## config.mk

```make
export PLATFORM = sky130hd
export DESIGN_NAME = pipe_flopr
export DESIGN_NICKNAME = d
export VERILOG_FILES = /design/src/rtl/pipe_pkg.sv /design/src/rtl/pipe_stage.sv /design/src/rtl/pipe_flopr.sv
export SDC_FILE = /design/constraint.sdc
export NUM_CORES = 1
export LEC_CHECK = 0
export BUFFER_PORTS_ARGS = -buffer_cell sky130_fd_sc_hd__buf_2
export CAP_MARGIN = 10
export CORE_MARGIN = 2
export CORE_UTILIZATION = 55
export CTS_BUF_LIST = sky130_fd_sc_hd__clkbuf_2
export CTS_CLUSTER_SIZE = 12
export DETAILED_ROUTE_END_ITERATION = 10
export PLACE_DENSITY = 0.79
export SLEW_MARGIN = 5
export SYNTH_ARGS = -nofsm -noshare
export SYNTH_HDL_FRONTEND = slang
export SYNTH_SLANG_ARGS = --single-unit
```

## constraint.sdc

```tcl
create_clock -name clk -period 3.9 [get_ports clk]
set_clock_uncertainty 0.1 [all_clocks]
set_input_delay 0.585 -clock clk [delete_from_list [all_inputs] [get_ports clk]]
set_output_delay 0.585 -clock clk [all_outputs]
set_load 0.01 [all_outputs]
```

## src/rtl/pipe_pkg.sv

```systemverilog
// Shared constants and helpers for the pipe_flopr register pipeline.
// Holds default geometry and the occupancy-count width function.
package pipe_pkg;

  localparam int DEF_WIDTH = 32;
  localparam int DEF_DEPTH = 3;

  function automatic int cnt_w(input int depth);
    return $clog2(depth + 1);
  endfunction

endpackage

```

## src/rtl/pipe_stage.sv

```systemverilog
// One pipeline stage: data register, valid bit and advance logic.
// Ports: prev_v/prev_d in, next_adv from downstream, adv/v_nxt/v/d out.
module pipe_stage
  import pipe_pkg::*;
#(
  parameter int               WIDTH     = DEF_WIDTH,
  parameter logic [WIDTH-1:0] RESET_VAL = '0
) (
  input  logic             clk,
  input  logic             reset,
  input  logic             flush,
  input  logic             prev_v,
  input  logic [WIDTH-1:0] prev_d,
  input  logic             next_adv,
  output logic             adv,
  output logic             v_nxt,
  output logic             v,
  output logic [WIDTH-1:0] d
);

  // An empty stage always advances, so bubbles collapse.
  assign adv   = !v || next_adv;
  assign v_nxt = !flush && (adv ? prev_v : v);

  always_ff @(posedge clk or negedge reset) begin
    if (!reset) begin
      v <= 1'b0;
      d <= RESET_VAL;
    end else begin
      v <= v_nxt;
      // Bubbles and flushes leave the data register untouched.
      if (adv && prev_v && !flush)
        d <= prev_d;
    end
  end

endmodule

```

## src/rtl/pipe_flopr.sv

```systemverilog
// DEPTH-stage valid/ready register pipeline with flush and occupancy count.
// Ports: clk, reset(n), in_valid/in_data/in_ready, out_*, flush, count.
module pipe_flopr
  import pipe_pkg::*;
#(
  parameter int               WIDTH     = DEF_WIDTH,
  parameter int               DEPTH     = DEF_DEPTH,
  parameter logic [WIDTH-1:0] RESET_VAL = '0
) (
  input  logic                         clk,
  input  logic                         reset,
  input  logic                         in_valid,
  input  logic [WIDTH-1:0]             in_data,
  output logic                         in_ready,
  output logic                         out_valid,
  output logic [WIDTH-1:0]             out_data,
  input  logic                         out_ready,
  input  logic                         flush,
  output logic [$clog2(DEPTH+1)-1:0]   count
);

  localparam int CW = cnt_w(DEPTH);

  logic [DEPTH-1:0] v;
  logic [DEPTH-1:0] vn;
  logic [DEPTH-1:0] adv;
  logic [DEPTH-1:0] nadv;
  logic [WIDTH-1:0] d [DEPTH];
  logic             in_fire;
  logic [CW-1:0]    cnt_nxt;

  // Downstream advance seen by each stage, built from the
  // registered valids so no combinational loop crosses stages.
  always_comb begin
    logic a;
    a    = out_ready;
    nadv = '0;
    for (int k = DEPTH - 1; k >= 0; k--) begin
      nadv[k] = a;
      a = !v[k] || a;
    end
  end

  assign in_ready = !flush && adv[0];
  assign in_fire  = in_valid && in_ready;

  for (genvar i = 0; i < DEPTH; i++) begin : g_stg
    logic             pv;
    logic [WIDTH-1:0] pd;

    if (i == 0) begin : g_in
      assign pv = in_fire;
      assign pd = in_data;
    end else begin : g_link
      assign pv = v[i-1];
      assign pd = d[i-1];
    end

    pipe_stage #(
      .WIDTH     (WIDTH),
      .RESET_VAL (RESET_VAL)
    ) u_stage (
      .clk      (clk),
      .reset    (reset),
      .flush    (flush),
      .prev_v   (pv),
      .prev_d   (pd),
      .next_adv (nadv[i]),
      .adv      (adv[i]),
      .v_nxt    (vn[i]),
      .v        (v[i]),
      .d        (d[i])
    );
  end

  always_comb begin
    cnt_nxt = '0;
    for (int k = 0; k < DEPTH; k++)
      cnt_nxt = cnt_nxt + CW'(vn[k]);
  end

  always_ff @(posedge clk or negedge reset) begin
    if (!reset)
      count <= '0;
    else
      count <= cnt_nxt;
  end

  assign out_valid = v[DEPTH-1];
  assign out_data  = d[DEPTH-1];

endmodule

```

Word-level counts from Yosys, hierarchy flattened
Index checks and enable logic that the tools add are counted.
{ "totals": {"ff_bits": 101, "in_bits": 37, "out_inout_bits": 36, "elab_cells": 30} }
{ "classes": {"n_addsub": 2, "muxes": 3, "n_reduce_logical": 18} }
{ "ops": {"columns": ["operator", "count"], "rows": [
  ["1-bit logical AND", 11],
  ["1-bit logical NOT", 4],
  ["1-bit logical OR", 3],
  ["1-bit two-way mux", 3],
  ["1-bit by 1-bit adder with 2-bit output", 1],
  ["2-bit by 1-bit adder with 2-bit output", 1]
]} }

Longest topological paths before layout
Gate-level depths: netlist (run 1).
{ "depth": {"ltp_word": 10, "mapped_depth": 5, "ltp_nobuf": 5} }

Modules after synthesis
From an unflattened synthesis (run 1), not the netlist that was laid out.
{ "hier_totals": {"hier_cells": 226, "hier_area_um2": 3890.0} }
{ "by_module_without_submodules": {"columns": ["mod", "n_inst", "cells_per_inst", "area_each_um2", "seq_area_each_um2"], "rows": [
  ["pipe_stage", 3, 73, 1263.7, 825.8],
  ["pipe_flopr", 1, 7, 98.8, 50.0]
]} }

Worst setup path before layout (run 1)
Ideal clock, no wire load.
{ "synth_timing": {"path_type": "input-to-reg", "from": "in out_ready", "to": "reg count[0]", "setup_time_ns": 0.114, "arrival_ns": 1.729, "t_required_ns": 3.686, "slack_ns": 1.957, "cell_stages": 5, "path_buffers": 0, "cell_sequence": "and4b_1 > nor2_1 > or2_2 > fa_1 > inv_1"} }
{ "synth_between": {"elab_chain_cells": 9, "word_cells_on_any_way": 13, "classes_between": "2 x add/sub; 3 x mux; 8 x reduce/logical"} }
{ "synth_lines": {"columns": ["item", "line_no", "rtl"], "rows": [
  ["from (decl)", "pipe_flopr.sv:17", "input logic out_ready,"],
  ["1-bit logical OR *", "pipe_stage.sv:22, pipe_flopr.sv:40", null],
  ["1-bit logical OR", "pipe_stage.sv:22, pipe_flopr.sv:40", null],
  ["1-bit logical OR", "pipe_stage.sv:22", "assign adv = !v || next_adv;"],
  ["1-bit logical AND", "pipe_flopr.sv:44", "assign in_ready = !flush && adv[0];"],
  ["1-bit logical AND", "pipe_flopr.sv:45", "assign in_fire = in_valid && in_ready;"],
  ["1-bit two-way mux", "pipe_stage.sv:23", "assign v_nxt = !flush && (adv ? prev_v : v);"],
  ["1-bit logical AND", "pipe_stage.sv:23", null],
  ["1-bit by 1-bit adder with 2-bit output", "pipe_flopr.sv:79", "cnt_nxt = cnt_nxt + CW'(vn[k]);"],
  ["2-bit by 1-bit adder with 2-bit output *", "pipe_flopr.sv:79", null],
  ["net cnt_nxt[0]", "pipe_flopr.sv:30", "logic [CW-1:0] cnt_nxt;"],
  ["to (signal assigned)", "pipe_flopr.sv:86", "count <= cnt_nxt;"],
  ["to (decl)", "pipe_flopr.sv:19", "output logic [$clog2(DEPTH+1)-1:0] count"]
]} }
The timed path passes the listed nets; every way through them passes the cells marked *.
A chain may end at the register's enable or synchronous reset.

Worst setup path after layout (run 1)
{ "layout_timing": {"from": "reg g_stg[1].u_stage.v", "to": "reg g_stg[0].u_stage.d[31]"} }
{ "layout_between": {"elab_chain_cells": 7} }
{ "layout_lines": {"columns": ["item", "line_no", "rtl"], "rows": [
  ["from (decl)", "pipe_stage.sv:17", "output logic v,"],
  ["from (signal assigned)", "pipe_stage.sv:30", "v <= v_nxt;"],
  ["1-bit logical NOT *", "pipe_flopr.sv:40", "a = !v[k] || a;"],
  ["1-bit logical OR *", "pipe_flopr.sv:40", null],
  ["1-bit logical OR *", "pipe_stage.sv:22", null],
  ["1-bit logical AND", "pipe_flopr.sv:44", null],
  ["1-bit logical AND", "pipe_flopr.sv:45", null],
  ["1-bit logical AND * (2 in a row)", "pipe_stage.sv:32", "if (adv && prev_v && !flush)"],
  ["to (signal assigned)", "pipe_stage.sv:33", "d <= prev_d;"],
  ["to (decl)", "pipe_stage.sv:18", "output logic [WIDTH-1:0] d"]
]} }
Mark *: on every way between the ends. The rest lies on a longest branch, timed or not.

==> out/results.ini, run 1 <==
[timing]
slew_viol_final=0
fin_ws_ps=1601
fin_crit_ps=2299
setup_viol=0
tns_ps=0
hold_viol_final=0
fmax_mhz=434.9
slew_headroom_pct=18.37
post-route-period-util_pct=58.96
tightest_slew_ps=1224
rsz0062_at_grt=no
hold_slack_ps=81.29

[clock_tree]
clk-insertion-delay-late_ps=510
h-tree-depth=3
clk_path_buf_depth=2
cts_resized=0
cts_buffers=9
cts_root_buf=clkbuf_2
cts_tree=yes
cts.clk_slew.worst_paths_ps=270
clock-sinks=101
postCtsSetupBuffers=0
cts_hold_buf=0

[yosys]
synthCells=228
ys_top_cells_by_area=dfrtp_1, mux2_4, mux2_2
synth_fp_nets=266
ys_ff_latch=101
ys.flop_type=dfrtp_1
ys_warn_count=0
synth_top_cell_by_area=dfrtp_1
synthArstFlopShare_pct=100.0
synth_common_cells=dfrtp_1, mux2_2, mux2_1, mux2_4, buf_6
synth_edf_count=0
avgSynthCellArea_um2=17.30
netlist_area_um2=3944
synth.distinct_cells=16
synth.most_common_cell=dfrtp_1
yosysTopAreaCellShare_pct=64.09
seq_area_frac_synth_pct=64.09

[global_route]
grt.overflow.total=0
grt_pass1_vias=2154
antenna_found_initial=0
grt_pass1_wl_um=10360
grt_max_degree=81
track_usage_pct=17.79

[setup_path]
slowest_stage=or3b_2
worstPathCellList=and4b_1 > or3b_2 > mux2_1
cp-end-kind=register
crit_type=reg -> reg
cp.required_ps=4220
worstPathArrival_ps=2620
crit_buf_inv=0
cpPeakStageDelay_ps=910
path_max_fanout=32
critPathLaunchType=register
crit_family=simple AND/OR/NAND/NOR gates

[power_and_ir_drop]
p_leak_uw=0.002226
p_per_area_nw_per_um2=565.4
fin_total_pwr_uw=2525
vdd_drop_max_uv=221.2

[detailed_routing]
drc_errors=0
viasPerCell=5.176
wl_per_cell_um=15.86
drtIter0Drc=50
drt-pass1-iter-count=4
antenna_left=0
num_vias=2086
routed_wl_um=6392

[final_layout]
drive_gt1_share_pct=51.79
fin_nets=340
fillers=538
antenna_cells=0
stdcell_area_um2=4466
multi_input_area_um2=1303
ff_latch_area_um2=2527
syn2layout_area_growth_pct=13.23

[outcome]
status=finished, final reports clean

[floorplan]
die_w_um=88.68
die_area_um2=7864
fp-row-count=30
fp.dieH_um=88.68
io_pins=73
initial_core_util_pct=57.41
coreArea_um2=6869

[job]
maxCapViolCount=0

[min_path]
worstHoldPathType=in -> async

[placed_design]
place_hpwl_um=4363
pre_cts_ws_ps=1334
postPlaceCellArea_um2=4347
gp_congestion=0.7627
io_buffers=72

==> power by group <==
part / leakage, uW / internal, uW / switching [uW] / total, uW
registers: 0.00121 / 1330 / 140 / 1470
clock network: 0.0000749 / 158 / 334 / 492
logic: 0.000937 / 326 / 240 / 566
==> worst paths after layout <==
path                       slack [ps]                endpoint  depth (start not counted)                   from
setup / recovery                 1600  g_stg[0].u_stage.d[31]                          3     g_stg[1].u_stage.v
hold / removal                     80   g_stg[2].u_stage.d[0]                          1                  reset
setup reg to reg                 1600  g_stg[0].u_stage.d[31]                          3     g_stg[1].u_stage.v
hold reg to reg                   400   g_stg[2].u_stage.d[6]                          1  g_stg[1].u_stage.d[6]
max in group asynchronous        2770  g_stg[0].u_stage.d[16]                          2                  reset
min in group clk                  160   g_stg[0].u_stage.d[0]                          2             in_data[0]
==> worst register-to-register path, stage by stage (launching register included) <==
cell,delay (ps)
dfrtp_1,490
and4b_1,220
or3b_2,910
mux2_1,490
==> kinds of logic (layout without fill, tap and decap cells) <==
logic type / Yosys count / in the layout / synth area share [%]
compound gates: 2 / 2 / 0.3489
mux: 96 / 96 / 30.27
buf+inv: 15 / 94 / 2.887
fa+ha+maj: 1 / 1 / 0.5076
flops: 101 / 101 / 64.09
simple gates: 13 / 13 / 1.904
==> state kept, by name, summed over array words and instances, names as in the netlist <==
name / count
count: 2
g_stg.u_stage.v: 3
g_stg.u_stage.d: 96
==> routing by layer <==
metal	wire length, um	track usage [%]
met2	3192	28.90
met3	203	3.078
met5	0	0
met4	92	7.576
met1	2904	23.79
==> final cells by class <==
| type | instances | area share, % |
|---|---|---|
| tap | 96 | 2.690 |
| clock inverter | 6 | 1.541 |
| clock buffer | 10 | 1.121 |
| timing repair buffer | 75 | 8.630 |
| multi-input combinational | 112 | 29.17 |
| inverter | 3 | 0.2522 |
| sequential | 101 | 56.60 |
==> placed cells by master, fill, tap and decap left out, types with 3 or more instances in the layout <==
cell type    n
or2_2        3
dfrtp_1    101
mux2_4      30
mux2_2      34
buf_2       71
inv_1        3
buf_4        4
inv_6        3
mux2_1      32
clkbuf_2    10
nor2_1       6
==> stage by stage <==
step                utilization (%)  instances
floorplan                         -        228
global placement              63.28        387
detailed placement            63.28        387
CTS                           65.01        403
global route                  65.01        403
finish                        65.01        403
No activity file was read; power rests on OpenSTA's default activity.
==> inputs of run 2 (changes only) <==
--- a/config.mk
+++ b/config.mk
@@ -8,11 +8,11 @@
 export BUFFER_PORTS_ARGS = -buffer_cell sky130_fd_sc_hd__buf_2
 export CAP_MARGIN = 10
 export CORE_MARGIN = 2
-export CORE_UTILIZATION = 55
+export CORE_UTILIZATION = 52
 export CTS_BUF_LIST = sky130_fd_sc_hd__clkbuf_2
 export CTS_CLUSTER_SIZE = 12
 export DETAILED_ROUTE_END_ITERATION = 10
-export PLACE_DENSITY = 0.79
+export PLACE_DENSITY = 0.78
 export SLEW_MARGIN = 5
 export SYNTH_ARGS = -nofsm -noshare
 export SYNTH_HDL_FRONTEND = slang
==> constraint.sdc (replaced) <==
create_clock -name clk -period 2 [get_ports clk]
set_clock_uncertainty 0.1 [all_clocks]
set_input_delay 0.3 -clock clk [delete_from_list [all_inputs] [get_ports clk]]
set_output_delay 0.3 -clock clk [all_outputs]
set_load 0.01 [all_outputs]
==> out/results.ini, run 2 (synthesis gave the netlist of run 1 again) <==
[setup_path]
cp-end-kind=register
crit_family=simple AND/OR/NAND/NOR gates
crit_buf_inv=1
critPathLaunchType=register
worstPathCellList=and4b_1 > or3b_2 > buf_12 > mux2_1
slowest_stage=or3b_2
cp.required_ps=2330
cpPeakStageDelay_ps=520
path_max_fanout=13
crit_type=reg -> reg
worstPathArrival_ps=2230

[detailed_routing]
wl_per_cell_um=14.92
num_vias=2176
drt-pass1-iter-count=3
drc_errors=0
drtIter0Drc=58
viasPerCell=4.857
antenna_left=0
routed_wl_um=6684

[clock_tree]
cts_buffers=9
clk-insertion-delay-late_ps=530
cts_root_buf=clkbuf_2
cts_hold_buf=36
clock-sinks=101
h-tree-depth=3
postCtsSetupBuffers=0
clk_path_buf_depth=2
cts.clk_slew.worst_paths_ps=250
cts_resized=0
cts_tree=yes

[global_route]
grt_pass1_wl_um=11540
grt_max_degree=41
grt_pass1_vias=2319
antenna_found_initial=0
grt.overflow.total=0
track_usage_pct=17.80

[power_and_ir_drop]
fin_total_pwr_uw=4958
p_comb_share_pct=23.6
p_leak_uw=0.002425
p_int_uw=3579
p_per_area_nw_per_um2=1008
seq_power_share_pct=57.5
vdd_drop_max_uv=538.2
clockPowerShare_pct=18.9
p_switching_uw=1379
switching_share_pct=27.82

[timing]
fin_crit_ps=1895
post-route-period-util_pct=94.75
hold_slack_ps=136.4
setup_viol=0
fmax_mhz=527.7
tightest_slew_ps=495.3
tns_ps=0
slew_headroom_pct=66.98
rsz0062_at_grt=no
hold_viol_final=0
slew_viol_final=0

[floorplan]
fp.dieH_um=91.09
die_area_um2=8296
io_pins=73
coreArea_um2=7292
fp-row-count=31
initial_core_util_pct=54.08
die_w_um=91.09

[placed_design]
place_hpwl_um=4360
place_inst=396
io_buffers=72
gp_congestion=0.7031

[final_layout]
syn2layout_area_growth_pct=24.68
reg_top3=g_stg.u_stage.d: 96 flops, g_stg.u_stage.v: 3 flops, count: 2 flops
regMostFlops=g_stg.u_stage.d
layout_common_cells=dfrtp_1, buf_2, dlygate4sd3_1, mux2_2, mux2_1
largest_register_ffs=96
ff_latch_area_um2=2527
final_common_cell=dfrtp_1
finish.utilization_pct=67.43
fillers=552
antenna_cells=0
fin_nets=382
drive_gt1_share_pct=47.28
multi_input_area_um2=1303
final_cells=448

[outcome]
status=finished, final reports clean

[min_path]
worstHoldPathType=in -> async

[job]
maxCapViolCount=0

==> run 2: changes by cell type in the layout (fill, tap and decap cells not counted), sizes merged <==
cell / previous run / this run
clkinv: 2 / 3
dlygate4sd3: 0 / 36
inv: 6 / 5
buf: 75 / 81
==> run 2: path summary, 6_finish.rpt <==
path	startpoint	to	slack (ps)	cells after the start
worst max-delay path	g_stg[1].u_stage.v	g_stg[0].u_stage.d[31]	100	4
worst min-delay path	reset	g_stg[2].u_stage.d[26]	140	2
worst max register to register	g_stg[1].u_stage.v	g_stg[0].u_stage.d[31]	100	4
worst min register to register	g_stg[1].u_stage.d[23]	g_stg[2].u_stage.d[23]	400	1
max in group asynchronous	reset	g_stg[0].u_stage.d[23]	1040	3
min in group clk	in_valid	count[0]	260	5
==> run 2: layout make-up <==
cell class / count / area share, %
Inverter: 3 / 0.2290
Tap cell: 99 / 2.519
Sequential cell: 101 / 51.40
Clock buffer: 10 / 1.018
Multi-Input combinational cell: 112 / 26.49
Clock inverter: 6 / 1.247
Timing Repair Buffer: 117 / 17.10
==> run 2: power groups by stage <==
stage,clock [uW],combinational [uW],sequential (uW)
4_1_cts,980,1190,2860
2_1_floorplan,0,548,2990
3_5_place_dp,0,1130,2910
6_report,938,1170,2850
3_3_place_gp,0,1090,2880
5_1_grt,1050,1280,2930
==> run 2: through the flow <==
stage / setup WS [ps] / cell area, um^2
global placement: 169.4 / 4446
global route: 33.26 / 4917
floorplan: 239.5 / 3944
detailed placement: 134.5 / 4446
CTS: 95.44 / 4917
finish: 105.0 / 4917
==> run 2: routing by layer <==
metal	routed length [um]	global-route usage, %	vias up	part of all wire [%]
met4	115	7.576	0	1.7
li1	-	-	1023	-
met1	2913	23.60	1100	44
met5	0	0	-	0
met3	228	2.739	10	3.4
met2	3425	29.44	43	51
